<file path="src/rtl/vectored_irq_unit.sv">
// vectored_irq_unit: fixed-priority, nesting interrupt controller that sits
// beside the PC register. It redirects the PC to a per-channel handler vector
// or back to a saved EPC, and it services the ecall LED-print and halt calls.
// Optional build macro IRQ_MASK_EN adds a per-channel mask that is loaded by
// ecall service 50.
module vectored_irq_unit #(
    parameter int          WIDTH       = 32,
    parameter int          NUM_IRQ     = 3,
    parameter logic [31:0] VEC_BASE    = 32'h0000_0100,
    parameter int          VEC_SHIFT   = 4,
    parameter int          ECALL_PRINT = 34,
    parameter int          ECALL_HALT  = 10
) (
    input  logic               clk,
    input  logic               rst,
    input  logic [NUM_IRQ-1:0] irq,
    input  logic               ecall,
    input  logic               uret,
    input  logic [WIDTH-1:0]   R1,
    input  logic [WIDTH-1:0]   R2,
    input  logic [WIDTH-1:0]   pc_next,
    output logic               redirect,
    output logic [WIDTH-1:0]   redirect_pc,
    output logic [WIDTH-1:0]   ledData,
    output logic               halt,
    output logic [NUM_IRQ-1:0] in_service
);

    // Level numbers run 0..NUM_IRQ (0 = not in any handler). The stack pointer
    // uses the same width. The stack is sized to the full index range so that
    // sp indexes it directly; entries beyond NUM_IRQ-1 are never written.
    localparam int LVL_W = $clog2(NUM_IRQ + 1);
    localparam int STK_D = 1 << LVL_W;

    logic [NUM_IRQ-1:0] irq_prev;
    logic [NUM_IRQ-1:0] pending;
    logic [NUM_IRQ-1:0] mask;
    logic [NUM_IRQ-1:0] rise;
    logic [NUM_IRQ-1:0] cand_oh;
    logic [NUM_IRQ-1:0] top_oh;
    logic [LVL_W-1:0]   cand_id;
    logic [LVL_W-1:0]   cur_lvl;
    logic [LVL_W-1:0]   sp;
    logic [LVL_W-1:0]   sp_dec;
    logic               cand_vld;
    logic               take;
    logic               uret_ok;
    logic               ecall_ok;
    logic [WIDTH-1:0]   vector;
    logic [WIDTH-1:0]   stack [STK_D];

    assign rise   = irq & ~irq_prev;
    assign sp_dec = sp - LVL_W'(1);

    // Priority scan: find the highest pending+unmasked channel and the
    // highest channel currently in service (that one sets the current level).
    always_comb begin
        cand_vld = 1'b0;
        cand_id  = '0;
        cand_oh  = '0;
        cur_lvl  = '0;
        top_oh   = '0;
        for (int i = 0; i < NUM_IRQ; i++) begin
            if (pending[i] && mask[i]) begin
                cand_vld   = 1'b1;
                cand_id    = LVL_W'(i);
                cand_oh    = '0;
                cand_oh[i] = 1'b1;
            end
            if (in_service[i]) begin
                cur_lvl   = LVL_W'(i + 1);
                top_oh    = '0;
                top_oh[i] = 1'b1;
            end
        end
    end

    // Take/return decision and the combinational PC redirect. A handler
    // return has priority over a new take; an ecall defers a take by a cycle.
    always_comb begin
        ecall_ok    = ecall && !halt;
        uret_ok     = uret && !halt && (sp != '0);
        take        = cand_vld && ((cand_id + LVL_W'(1)) > cur_lvl) &&
                      !halt && !uret && !ecall;
        vector      = WIDTH'(VEC_BASE) + (WIDTH'(cand_id) << VEC_SHIFT);
        redirect    = uret_ok || take;
        redirect_pc = '0;
        if (uret_ok) begin
            redirect_pc = stack[sp_dec];
        end else if (take) begin
            redirect_pc = vector;
        end
    end

    // Control state: edge detect, pending, nesting level, ecall services.
    always_ff @(posedge clk) begin
        if (rst) begin
            irq_prev   <= '0;
            pending    <= '0;
            in_service <= '0;
            sp         <= '0;
            halt       <= 1'b0;
            ledData    <= '0;
        end else begin
            irq_prev <= irq;
            // A new edge on the channel being taken re-pends it (set wins).
            pending  <= (pending & ~(take ? cand_oh : '0)) | rise;
            if (take) begin
                in_service <= in_service | cand_oh;
                sp         <= sp + LVL_W'(1);
            end else if (uret_ok) begin
                in_service <= in_service & ~top_oh;
                sp         <= sp_dec;
            end
            if (ecall_ok) begin
                if (R1 == WIDTH'(ECALL_PRINT)) begin
                    ledData <= R2;
                end
                if (R1 == WIDTH'(ECALL_HALT)) begin
                    halt <= 1'b1;
                end
            end
        end
    end

    // EPC stack storage; contents are meaningless until pushed.
    always_ff @(posedge clk) begin
        if (take) begin
            stack[sp] <= pc_next;
        end
    end

`ifdef IRQ_MASK_EN
    localparam int ECALL_MASK = 50;

    // Channel mask, loaded by ecall service 50; masked channels stay pending.
    always_ff @(posedge clk) begin
        if (rst) begin
            mask <= '1;
        end else if (ecall && !halt && (R1 == WIDTH'(ECALL_MASK))) begin
            mask <= R2[NUM_IRQ-1:0];
        end
    end
`else
    assign mask = '1;
`endif

endmodule

</file>
<file path="config.mk">
export PLATFORM = sky130hd
export DESIGN_NAME = vectored_irq_unit
export DESIGN_NICKNAME = d
export VERILOG_FILES = /design/src/rtl/vectored_irq_unit.sv
export SDC_FILE = /design/constraint.sdc
export NUM_CORES = 1
export LEC_CHECK = 0
export CORE_UTILIZATION = 45
export DETAILED_ROUTE_END_ITERATION = 10
export GPL_TIMING_DRIVEN = 0
export HOLD_SLACK_MARGIN = 0.15
export MAX_ROUTING_LAYER = met4
export PLACE_DENSITY = 0.75
export SYNTH_ARGS = -nofsm -noshare
export SYNTH_HDL_FRONTEND = slang
export SYNTH_SLANG_ARGS = --single-unit
</file>
<file path="constraint.sdc">
create_clock -name clk -period 4.6 [get_ports clk]
set_input_delay 0.69 -clock clk [delete_from_list [all_inputs] [get_ports clk]]
set_output_delay 0.69 -clock clk [all_outputs]
set_load 0.01 [all_outputs]
</file>
==> impl_metrics.csv <==
group,metric,value,unit
outcome,status,"complete, no violations",
drt,dr.pass1.iters,6,
global_route,grt_pass1_wl,21950,um
sta,min_period,4.228,ns
floorplan,die_w,123.9,um
sta,setup_viol_count_final,0,
layout,fin_cells,782,
logic_synthesis,synth_top_family_by_area,"multiplexers",
drt,viasPerCell,5.307,
floorplan,rows,44,
global_route,antenna_found_initial,0,
clocking,cts_tree,"built",
hold_path,min_from,"pending[0]",
hold_path,min_to,"pending[0]",
floorplan,die_y,123.9,um
logic_synthesis,synth_compound_area_frac,0.01571,
logic_synthesis,syn_area_per_cell,16.85,um2
global_route,grt_max_degree,33,
logic_synthesis,synth_seq_area_share,0.7062,
logic_synthesis,ys_ff_latch,172,
logic_synthesis,syn_inst,397,
place,portBuffers,170,
floorplan,die_area,15360,um2
logic_synthesis,syn-cell-area,6690,um2
setup_path,critPathMaxFanout,10,
clocking,clk_pin_slew,0.06,ns
power,p_leak,3.120,nW
power,vdd_ir_drop_max,0.0002943,V
floorplan,start_util,0.4603,
place,gp_congestion,0.7463,
layout,final_nets,695,
layout,ff_latch_area,4725,um2
logic_synthesis,yosys_warnings,0,
drt,antenna_left,0,
logic_synthesis,yosys.area_share.adder,0.01122,
sta,max_slew.worst_pin.slew,0.8968,ns
floorplan,core_area,14530,um2
place,postPlaceCellArea,8647,um2
clocking,cts-root-buf,"clkbuf_16",
logic_synthesis,yosys.cell_types.count,33,
place,placedCellCount,752,
setup_path,setup.worst_path.end_class,"primary output",
setup_path,crit_arrival,3.54,ns
sta,fin_skew,0.01661,ns
sta,rsz0062_at_grt,"no",
setup_path,rr_endpoint,"stack[1][15]",
layout,multi_input_area,1831,um2
sta,fin_crit_sh,0.9190,
sta,slew_viol_final,0,
drt,drc,0,
logic_synthesis,synth_top_flop_cell,"edfxtp_1",
layout,drive_gt1_frac,0.1321,
clocking,cts_sinks,172,
global_route,grt_pass1_vias,4319,
setup_path,criticalPathCategory,"flop to primary output",
layout,antennaDiodeCount,0,
logic_synthesis,syn-num-nets,506,
flow_run,cap_violations,0,
drt,drt_iter0_drc,189,
setup_path,rr_startpoint,"pending[1]",
sta,tns,0,ns
drt,routed_wl,14830,um
sta,slew_headroom,0.4021,
logic_synthesis,synth_xor_area_frac,0.001309,
logic_synthesis,yosys.area_share.simple,0.08902,
drt,num_vias,4150,
setup_path,r2r_setup_slack,1.91,ns
power,p_per_area,451.1,nW/um2
clocking,clock_path_buffers,2,
global_route,gr-usage-all-layers,0.2058,
clocking,htreeDepth,4,
logic_synthesis,synth_edf_count,128,
clocking,cts_buffers,17,
sta,final_hold_viol_count,0,
clocking,clock_latency,0.43,ns
global_route,gr-total-overflow,0,
hold_path,hold_path_class,"flop to flop",
place,dpl.hpwl,9867,um
drt,route.detailed.wl_per_inst,18.96,um
setup_path,reg2regPathDepth,6,
layout,design_area,9203,um2
floorplan,io_pins,172,
setup_path,crit_required,3.91,ns
setup_path,worstSetupStartpointType,"flop",
clocking,postCtsSetupRepairBufs,0,
logic_synthesis,synthArstFlopShare,0,
layout,area_growth,37.55,%
hold_path,hold_path_depth,2,
logic_synthesis,synth_mux_area_frac,0.1556,
layout,fillCellCount,1079,
sta,max_freq,236.5,MHz
routing by layer:
| metal | vias to the layer above | track usage | share of wire |
|---|---|---|---|
| li1 | 1913 | - | - |
| met1 | 2047 | 0.2240 | 0.39 |
| met2 | 177 | 0.3611 | 0.51 |
| met3 | 13 | 0.05128 | 0.080 |
| met4 | 0 | 0.08110 | 0.011 |
| met5 | - | - | 0 |
layout by cell type (no fill, tap or decap), drive strengths merged, types with 2 or more instances in the layout:
cell / Yosys / routed
nor2: 41 / 41
edfxtp: 128 / 128
nand2b: 2 / 2
dfxtp: 44 / 44
bufinv: 0 / 2
clkinv: 0 / 6
nand2: 9 / 9
nand4: 3 / 3
nor4: 7 / 7
a21o: 2 / 2
inv: 6 / 8
nor4b: 2 / 2
clkinvlp: 0 / 2
ha: 6 / 6
a21oi: 8 / 8
mux2i: 32 / 32
nor2b: 5 / 5
nor3: 2 / 2
clkbuf: 17 / 35
and2: 5 / 5
o21ai: 2 / 2
buf: 7 / 8
clkdlybuf4s50: 0 / 170
and3: 29 / 29
mux4: 32 / 32
worst max path at each step:
stage                      end  startpoint  depth (start not counted)  slack, ns
2_1_floorplan   redirect_pc[0]       sp[0]                          8       1.53
3_3_place_gp   redirect_pc[26]       sp[0]                          9       0.43
3_5_place_dp    redirect_pc[3]       sp[0]                          9       0.32
4_1_cts         redirect_pc[3]       sp[0]                          9       0.09
5_1_grt         redirect_pc[3]       sp[0]                          8       0.14
6_report        redirect_pc[0]       sp[0]                          8       0.37
Yosys cell counts (2+ instances only):
library cell | instances | area share
buf_2 | 4 | 0.0030
clkbuf_1 | 17 | 0.0095
and3_1 | 29 | 0.027
nand2_1 | 9 | 0.0050
a21o_1 | 2 | 0.0022
mux2i_1 | 32 | 0.048
buf_6 | 3 | 0.0050
nor2_1 | 41 | 0.023
nor3_1 | 2 | 0.0015
a21oi_1 | 8 | 0.0060
mux4_2 | 32 | 0.11
nand2b_1 | 2 | 0.0019
dfxtp_1 | 44 | 0.13
nor2b_1 | 5 | 0.0047
nor4_1 | 2 | 0.0019
nor4_2 | 4 | 0.0075
o21ai_0 | 2 | 0.0015
edfxtp_1 | 128 | 0.57
inv_1 | 6 | 0.0034
and2_1 | 5 | 0.0047
nand4_1 | 3 | 0.0028
ha_1 | 6 | 0.011
where the power goes:
| part | leakage, nW | internal [mW] | switching, mW |
|---|---|---|---|
| logic | 1.34 | 0.557 | 0.496 |
| registers | 1.51 | 1.73 | 0.0193 |
| clock network | 0.266 | 0.792 | 0.562 |
| total | 3.12 | 3.07 | 1.08 |
worst max-delay path, cell delays in order, from the launching register on:
cell	delay [ns]
dfxtp_1	0.36
buf_2	0.25
buf_2	0.38
inv_1	0.12
ha_1	0.54
clkbuf_2	0.40
mux4_2	0.36
and3_1	0.22
clkdlybuf4s50_1	0.50
metrics by stage:
stage	util	power (mW)	setup WS [ns]	hold WS, ns
global placement	0.5932	2.815	0.4298	0.4702
global route	0.6332	4.328	0.1428	0.5128
detailed placement	0.5950	2.839	0.3191	0.4683
finish	0.6332	4.151	0.3724	0.4788
floorplan	-	2.400	1.532	0.4449
CTS	0.6334	4.199	0.09301	0.4783
registers in the layout, summed over array words and instances, names as in the netlist:
signal	flops
stack	128
ledData	32
in_service	3
irq_prev	3
pending	3
sp	2
halt	1
repair_timing:
| item | CTS | global route |
|---|---|---|
| resized for setup | 3 | 0 |
| hold buffers | 0 | 0 |
| pin swaps | 0 | 0 |
| endpoints found under the setup margin | 22 | 9 |
area by class of cell:
cell class	count	area share
Sequential cell	172	0.5134
Multi-Input combinational cell	195	0.1989
Timing Repair Buffer	171	0.1871
Clock buffer	19	0.04704
Tap cell	184	0.02502
Clock inverter	12	0.01332
Buffer	23	0.01278
Inverter	6	0.002447
kinds of logic after synthesis:
logic type | Yosys count
buf+inv | 30
simple gates | 107
xor+xnor | 1
flops | 172
compound gates | 17
fa+ha+maj | 6
mux | 64
Power figures use the tool's default switching activity.
